===== src/rtl/alu_seq_pkg.sv =====
// Shared constants for alu_sequencer: default widths and FSM state encodings.
package alu_seq_pkg;

  localparam int NB_IN_DEF       = 8;
  localparam int NB_OUT_DEF      = 8;
  localparam int NB_CODE_DEF     = 6;
  localparam int DEBOUNCE_DEF    = 16;

  localparam logic [2:0] S_DATO1 = 3'b000;
  localparam logic [2:0] S_DATO2 = 3'b001;
  localparam logic [2:0] S_CODE  = 3'b010;
  localparam logic [2:0] S_EXEC  = 3'b011;
  localparam logic [2:0] S_SHOW  = 3'b100;

endpackage


===== src/rtl/button_conditioner.sv =====
// Push-button conditioner: 2-flop synchronizer, optional debounce filter
// (enabled by macro ALU_SEQUENCER_DEBOUNCE_EN), rising-edge press pulse.
module button_conditioner #(
  parameter int DEBOUNCE_CYCLES = 16
) (
  input  logic clk,
  input  logic reset,
  input  logic btn_i,
  output logic press_o
);

`ifdef ALU_SEQUENCER_DEBOUNCE_EN
  localparam bit DB_EN = 1'b1;
`else
  localparam bit DB_EN = 1'b0;
`endif

  logic sync1_q, sync2_q, prev_q;
  logic level;

  always_ff @(posedge clk) begin
    if (reset) begin
      sync1_q <= 1'b0;
      sync2_q <= 1'b0;
      prev_q  <= 1'b0;
    end else begin
      sync1_q <= btn_i;
      sync2_q <= sync1_q;
      prev_q  <= level;
    end
  end

  generate
    if (DB_EN && DEBOUNCE_CYCLES > 0) begin : g_db
      localparam int CW = $clog2(DEBOUNCE_CYCLES + 1);
      localparam logic [CW-1:0] CNT_MAX = CW'(DEBOUNCE_CYCLES - 1);
      logic          stable_q;
      logic [CW-1:0] cnt_q;

      // cnt_q counts consecutive samples that disagree with the accepted level
      always_ff @(posedge clk) begin
        if (reset) begin
          stable_q <= 1'b0;
          cnt_q    <= '0;
        end else if (sync2_q != stable_q) begin
          if (cnt_q == CNT_MAX) begin
            stable_q <= sync2_q;
            cnt_q    <= '0;
          end else begin
            cnt_q <= cnt_q + CW'(1);
          end
        end else begin
          cnt_q <= '0;
        end
      end

      assign level = stable_q;
    end else begin : g_nodb
      assign level = sync2_q;
    end
  endgenerate

  assign press_o = level & ~prev_q;

endmodule


===== src/rtl/alu_sequencer.sv =====
// Front-panel sequencer for an external ALU: two operands and an op-code are
// entered from switches, the result is latched and shown. Debounce is enabled
// with macro ALU_SEQUENCER_DEBOUNCE_EN.
module alu_sequencer
  import alu_seq_pkg::*;
#(
  parameter int NB_IN           = NB_IN_DEF,
  parameter int NB_OUT          = NB_OUT_DEF,
  parameter int NB_CODE         = NB_CODE_DEF,
  parameter int DEBOUNCE_CYCLES = DEBOUNCE_DEF
) (
  input  logic               clk,
  input  logic               reset,
  input  logic [NB_IN-1:0]   switch,
  input  logic               b_next,
  input  logic               b_clear,
  input  logic [NB_OUT-1:0]  alu_result,
  output logic [NB_IN-1:0]   dato1,
  output logic [NB_IN-1:0]   dato2,
  output logic [NB_CODE-1:0] op_code,
  output logic [NB_OUT-1:0]  result,
  output logic               result_valid,
  output logic [2:0]         state
);

  logic next_ev, clear_ev;

  button_conditioner #(.DEBOUNCE_CYCLES(DEBOUNCE_CYCLES)) u_next (
    .clk(clk), .reset(reset), .btn_i(b_next), .press_o(next_ev)
  );

  button_conditioner #(.DEBOUNCE_CYCLES(DEBOUNCE_CYCLES)) u_clear (
    .clk(clk), .reset(reset), .btn_i(b_clear), .press_o(clear_ev)
  );

  logic [2:0]         state_q,   state_d;
  logic [NB_IN-1:0]   dato1_q,   dato1_d;
  logic [NB_IN-1:0]   dato2_q,   dato2_d;
  logic [NB_CODE-1:0] op_code_q, op_code_d;
  logic [NB_OUT-1:0]  result_q,  result_d;
  logic               valid_q,   valid_d;

  always_comb begin
    state_d   = state_q;
    dato1_d   = dato1_q;
    dato2_d   = dato2_q;
    op_code_d = op_code_q;
    result_d  = result_q;
    valid_d   = valid_q;
    // Clear wins over next and over the S_EXEC latch
    if (clear_ev) begin
      state_d   = S_DATO1;
      dato1_d   = '0;
      dato2_d   = '0;
      op_code_d = '0;
      result_d  = '0;
      valid_d   = 1'b0;
    end else begin
      case (state_q)
        S_DATO1: if (next_ev) begin
          dato1_d = switch;
          state_d = S_DATO2;
        end
        S_DATO2: if (next_ev) begin
          dato2_d = switch;
          state_d = S_CODE;
        end
        S_CODE: if (next_ev) begin
          op_code_d = switch[NB_CODE-1:0];
          state_d   = S_EXEC;
        end
        S_EXEC: begin
          result_d = alu_result;
          valid_d  = 1'b1;
          state_d  = S_SHOW;
        end
        S_SHOW: if (next_ev) begin
          valid_d = 1'b0;
          state_d = S_DATO1;
        end
        default: state_d = S_DATO1;
      endcase
    end
  end

  always_ff @(posedge clk) begin
    if (reset) begin
      state_q   <= S_DATO1;
      dato1_q   <= '0;
      dato2_q   <= '0;
      op_code_q <= '0;
      result_q  <= '0;
      valid_q   <= 1'b0;
    end else begin
      state_q   <= state_d;
      dato1_q   <= dato1_d;
      dato2_q   <= dato2_d;
      op_code_q <= op_code_d;
      result_q  <= result_d;
      valid_q   <= valid_d;
    end
  end

  assign dato1        = dato1_q;
  assign dato2        = dato2_q;
  assign op_code      = op_code_q;
  assign result       = result_q;
  assign result_valid = valid_q;
  assign state        = state_q;

endmodule


===== config.mk =====
export PLATFORM = sky130hd
export DESIGN_NAME = alu_sequencer
export DESIGN_NICKNAME = d
export VERILOG_FILES = /design/src/rtl/alu_seq_pkg.sv /design/src/rtl/button_conditioner.sv /design/src/rtl/alu_sequencer.sv
export SDC_FILE = /design/constraint.sdc
export NUM_CORES = 1
export LEC_CHECK = 0
export BUFFER_PORTS_ARGS = -buffer_cell sky130_fd_sc_hd__buf_2
export CAP_MARGIN = 20
export CORE_ASPECT_RATIO = 0.9
export CORE_MARGIN = 1
export CORE_UTILIZATION = 32
export CTS_CLUSTER_DIAMETER = 50
export DETAILED_ROUTE_END_ITERATION = 7
export PLACE_DENSITY_LB_ADDON = 0.25
export SYNTH_ARGS = -nofsm -noshare
export SYNTH_HDL_FRONTEND = slang
export SYNTH_SLANG_ARGS = --single-unit

===== constraint.sdc =====
create_clock -name clk -period 1.5 [get_ports clk]
set_input_delay 0.15 -clock clk [delete_from_list [all_inputs] [get_ports clk]]
set_output_delay 0.15 -clock clk [all_outputs]
set_load 0.005 [all_outputs]

Word-level counts from Yosys, hierarchy flattened
Index checks and enable logic that the tools add are counted. W data, S select, Z words.

Register bits: 40. Input bits: 20. Logic and storage cells: 39.

Eq/ne operators: 8. Multiplexer cells: 7. Bitwise operators: 4. Reduce and logical (&&, ||, !) cells: 8.

Operators by type and width (count): $pmux W3 S5 (1); $mux W3 (4); $ne A2 B2 Y1 const B (4); $reduce_and A2 Y1 (4); $eq A3 B2 Y1 const B (2); $reduce_and A4 Y1 (1); $eq A3 B1 Y1 const B (1); $eq A3 B3 Y1 const B (1); $logic_not A3 Y1 (1); $and A1 B1 Y1 (2); $not A1 Y1 (2); $pmux W1 S2 (1); $reduce_bool A2 Y1 (1); $reduce_or A2 Y1 (1); $mux W1 (1).

Depth between registers and ports, before layout
Word-level depth: 4. Mapped depth: 5. Mapped depth without buffers: 3.

By module
From an unflattened synthesis, not the netlist that was laid out.

Cell total of the unflattened synthesis: 159. Area total of the unflattened synthesis: 1793.0 um^2.

Modules (own cells, without submodules): alu_sequencer (instances 1, area an instance 1617.8 um^2, cells each 145, sequential area each 680.7 um^2); button_conditioner (instances 2, area an instance 87.6 um^2, cells each 7, sequential area each 60.1 um^2).

Least setup slack after synthesis
OpenSTA, ideal clock, no wires.

Path kind: register to register. From: reg state_q[0] (netlist: state[0]). To: reg dato2_q[1] (netlist: dato2[1]). Data arrival time: 1.268 ns. Library setup time: 0.128 ns. Stages on the path, launching flop included: 6. Clock period less this slack: 1.396 ns. Buffers on the path: 2. Slack: 0.104 ns. Path through: dfxtp_1 buf_6 inv_2 or4_4 buf_6 mux2i_1.

Word-level cells in the longest chain between the ends: 2.

RTL lines: start: declaration (line alu_sequencer.sv:36) `logic [2:0] state_q, state_d;`; start signal: assignment (line alu_sequencer.sv:95) `state_q <= state_d;`; $eq A3 B1 Y1 (line alu_sequencer.sv:59) `case (state_q)`; $reduce_and A2 Y1 (no line); end signal: assignment (line alu_sequencer.sv:97) `dato2_q <= dato2_d;`; end: declaration (line alu_sequencer.sv:38) `logic [NB_IN-1:0] dato2_q, dato2_d;`.

No other way between the ends. A chain may end at the register's enable or synchronous reset.

Worst setup path in the final report
From: reg u_next.sync2_q (netlist: u_next.level). To: reg op_code_q[0] (netlist: op_code[0]).

Word-level cells in the longest chain between the ends: 2.

RTL lines: start: declaration (line button_conditioner.sv:18) `logic sync1_q, sync2_q, prev_q;`; start signal: assignment (line button_conditioner.sv:28) `sync2_q <= sync1_q;`; $and A1 B1 Y1 (line button_conditioner.sv:63) `assign press_o = level & ~prev_q;`; $reduce_and A2 Y1 (no line); end signal: assignment (line alu_sequencer.sv:98) `op_code_q <= op_code_d;`; end: declaration (line alu_sequencer.sv:39) `logic [NB_CODE-1:0] op_code_q, op_code_d;`.

No other way between the ends.

==> impl_table.tex <==
\begin{tabular}{lr}
\hline
Metric & Value \\
\hline
\multicolumn{2}{l}{\textbf{Status}} \\
Result of the run & complete, no violations \\
\multicolumn{2}{l}{\textbf{Placed design}} \\
Routability congestion estimate & 0.746 \\
Detailed Place HPWL & 2440 µm \\
Post-placement worst setup slack & 0.138 ns \\
Port Buffers & 53 \\
\multicolumn{2}{l}{\textbf{Timing}} \\
Worst rel slew slack & 77.1\% \\
Final setup vio count & 0 \\
Worst slew pin tran & 0.342 ns \\
Max Clk Rate & 730 MHz \\
Unrepaired setup endpoints after global routing & no \\
Max-slew violation count & 0 \\
Final period utilization & 91.3\% \\
Final-report hold violation count & 0 \\
Setup WS post-layout & 0.130 ns \\
Final critical path time including I/O delays and setup & 1.37 ns \\
Summed negative setup slack over all endpoints & 0 ns \\
Worst-case clock skew & 0.00906 ns \\
\multicolumn{2}{l}{\textbf{Clocking}} \\
Clk root buf & sky130\_fd\_sc\_hd\_\_clkbuf\_8 \\
Source-to-sink clock delay at the later pin of the worst-skew pair & 0.29 ns \\
Post-CTS Hold Fix Bufs & 0 \\
Clock-pin slew reported for the worst setup and hold paths after clock tree synthesis & 0.08 ns \\
Setup fix buffers added after clock tree synthesis & 0 \\
Max clock buf depth & 2 \\
Resized Gates After CTS & 0 \\
Cts bufs inserted & 5 \\
TritonCTS clock tree & done \\
Maximum level of the CTS H-tree & 2 \\
Clock sink count & 40 \\
\multicolumn{2}{l}{\textbf{Power and ir drop}} \\
Power density relative to cell area & 1050 nW/µm² \\
Sequential fraction of design power & 48.4\% \\
Net switching power & 444 µW \\
Internal Dissipation & 1800 µW \\
Net Sw Frac & 19.8\% \\
Standby leakage power & 0.00105 µW \\
Comb pwr share & 6.4\% \\
Clock network fraction of design power & 45.2\% \\
Maximum ir drop on the vdd rail & 0.549 mV \\
\multicolumn{2}{l}{\textbf{Detailed routing}} \\
DRC errors left & 0 \\
Post-DR wirelength/cell & 13.3 µm \\
Routed via count & 1300 \\
Iteration-0 DRC count of the detailed router & 61 \\
Number of vias per cell & 4.81 \\
Drt pass-1 iters & 4 \\
DRT Wirelength & 3590 µm \\
Antenna Violating Nets Remaining & 0 \\
\multicolumn{2}{l}{\textbf{Floorplan}} \\
Vertical die dimension & 69.8 µm \\
Starting density of the core & 33.4\% \\
Rows & 24 \\
Area of the die & 5400 µm² \\
Core ar. & 4890 µm² \\
Width of the chip & 77.4 µm \\
Number of I/O pins & 54 \\
\multicolumn{2}{l}{\textbf{Logic synthesis}} \\
Post-Synthesis Net Count & 171 \\
Dominant combinational cell family by area after synthesis & multiplexers \\
Post-Synth Simple-Gate Area & 10.2\% \\
Post-synthesis cell count & 151 \\
Post-synth EDFFs & 0 \\
Most common cell in the netlist & sky130\_fd\_sc\_hd\_\_dfxtp\_1 \\
XOR/XNOR share of the synthesized area & 0\% \\
Share of the yosys chip area belonging to registers & 48.9\% \\
Post-synth top area cell & sky130\_fd\_sc\_hd\_\_dfxtp\_1 \\
Combined area of all synthesized cells & 1640 µm² \\
Total number of yosys warnings & 0 \\
Mux share of post-synthesis cell area & 19.0\% \\
Post-synthesis share of cell area spent on full adders, half adders and majority gates & 0\% \\
Synth area leaders & sky130\_fd\_sc\_hd\_\_dfxtp\_1, sky130\_fd\_sc\_hd\_\_mux2i\_1, sky130\_fd\_sc\_hd\_\_o211ai\_1 \\
Most numerous cell types in the synthesized netlist & sky130\_fd\_sc\_hd\_\_dfxtp\_1, sky130\_fd\_sc\_hd\_\_mux2i\_1, sky130\_fd\_sc\_hd\_\_o211ai\_1 \\
Primary FF master, synth & sky130\_fd\_sc\_hd\_\_dfxtp\_1 \\
Share of synthesized flip-flops with an asynchronous set or reset & 0\% \\
Flip-flop and latch count after synthesis & 40 \\
Yosys top cell area share & 48.9\% \\
Synthesized-area fraction occupied by ao, oa, aoi and oai cells & 15.9\% \\
Avg Inst Size Synth & 10.8 µm² \\
Distinct cell type count after synthesis & 22 \\
\multicolumn{2}{l}{\textbf{Critical path}} \\
Highest net fanout along the worst path & 6 \\
Crit path required time & 1.66 ns \\
CP arrival & 1.53 ns \\
Startpoint type of the worst setup path & flip-flop \\
Kind of critical path & reg -> reg \\
Endpoint type of the worst setup path & flip-flop \\
\multicolumn{2}{l}{\textbf{GRT}} \\
Antenna violations before repair & 0 \\
Congestion Overflow GR & 0 \\
Maximum number of pins on one net before global-route repair & 33 \\
First-pass GRT wire length & 5720 µm \\
Total Routing Usage GR & 13.6\% \\
Vias in the first global route & 1189 \\
\multicolumn{2}{l}{\textbf{Finish}} \\
Multi-input logic area & 738 µm² \\
Total inserted antenna cells & 0 \\
Count of nets after finishing & 225 \\
Fill cell total of the finished layout & 493 \\
Fraction of final layout cells sized beyond drive strength 1 & 36.6\% \\
Signed area change from the synthesized netlist to the final layout & 29.9\% \\
Storage cell area & 801 µm² \\
\multicolumn{2}{l}{\textbf{Job}} \\
Count of max-cap constraint violations & 0 \\
\multicolumn{2}{l}{\textbf{Min path}} \\
Path type of the worst min-delay path & in -> reg \\
\hline
\end{tabular}
[power by group through the flow]
stage | Combinational, µW | Sequential (µW) | Clock, µW
after floorplan | 77.9 | 1110 | 0
after global placement | 146 | 1110 | 0
after detailed placement | 145 | 1110 | 0
after CTS | 145 | 1080 | 1040
after global routing | 158 | 1090 | 1090
final | 145 | 1080 | 1010
[cell families after synthesis]
| family | Yosys count |
|---|---|
| compound gates | 36 |
| buf+inv | 19 |
| flops | 40 |
| mux | 31 |
| simple gates | 25 |
[through the flow]
stage | hold slack, ns | util (%) | total power [µW] | instance area (µm²) | std cells
after floorplan | 0.217 | - | 1190 | 1640 | 151
after global placement | 0.366 | 40.8 | 1250 | 2000 | 263
after CTS | 0.0641 | 43.4 | 2270 | 2130 | 270
final | 0.0720 | 43.4 | 2240 | 2130 | 270
after global routing | 0.0654 | 43.4 | 2330 | 2130 | 270
after detailed placement | 0.367 | 40.8 | 1250 | 2000 | 263
[area by class of cell]
class                           count  area share (%)
Sequential cell                    40            37.7
Multi-Input combinational cell     92            34.7
Timing Repair Buffer               63            17.2
Tap cell                           65            3.83
Clock buffer                        5            3.24
Clock inverter                      2            2.83
Inverter                            3           0.530
[path summary, 6_finish.rpt]
path	startpoint	to	slack, ns	cells past startpoint
setup / recovery	u_next.level	op_code[0]	0.13	3
hold / removal	b_next	u_next.sync1_q	0.07	2
setup reg to reg	u_next.level	op_code[0]	0.13	3
hold reg to reg	u_next.sync1_q	u_next.level	0.44	1
[metal layers]
metal | part of all wire (%) | global-route usage [%] | wire (µm) | vias up
met3 | 4.8 | 5.13 | 171 | 2
met5 | 0 | 0 | 0 | -
met2 | 46 | 20.6 | 1650 | 28
met1 | 48 | 17.4 | 1740 | 615
li1 | - | - | - | 655
met4 | 0.72 | 5.03 | 26 | 0
[flip-flops by register name (all words and copies together), names as in the netlist, 3 cells and up]
name	cells
dato1	8
dato2	8
result	8
op_code	6
state	3
[placed cells by master, fill, tap and decap left out]
cell	Yosys	layout
sky130_fd_sc_hd__buf_2	3	53
sky130_fd_sc_hd__dfxtp_1	40	40
sky130_fd_sc_hd__mux2i_1	31	31
sky130_fd_sc_hd__o211ai_1	30	30
sky130_fd_sc_hd__nor2_1	10	10
sky130_fd_sc_hd__buf_4	0	8
sky130_fd_sc_hd__nor2b_1	6	6
sky130_fd_sc_hd__clkbuf_8	0	5
sky130_fd_sc_hd__a21oi_1	3	3
sky130_fd_sc_hd__inv_1	2	2
sky130_fd_sc_hd__nor3_1	2	2
sky130_fd_sc_hd__bufinv_16	0	2
sky130_fd_sc_hd__buf_12	0	2
sky130_fd_sc_hd__o21ai_0	1	1
sky130_fd_sc_hd__nand3b_1	1	1
sky130_fd_sc_hd__nand2b_4	1	1
sky130_fd_sc_hd__or4b_4	1	1
sky130_fd_sc_hd__o31ai_1	1	1
sky130_fd_sc_hd__a211oi_1	1	1
sky130_fd_sc_hd__inv_2	1	1
sky130_fd_sc_hd__nor4bb_1	1	1
sky130_fd_sc_hd__nor4_4	1	1
sky130_fd_sc_hd__or4_4	1	1
sky130_fd_sc_hd__nand3_1	1	1
[worst max-delay path: stages (launching register included)]
cell and delay (ns):
sky130_fd_sc_hd__dfxtp_1 0.39, sky130_fd_sc_hd__nand2b_4 0.11, sky130_fd_sc_hd__or4b_4 0.60, sky130_fd_sc_hd__mux2i_1 0.15
(Power assumes the default switching activity.)
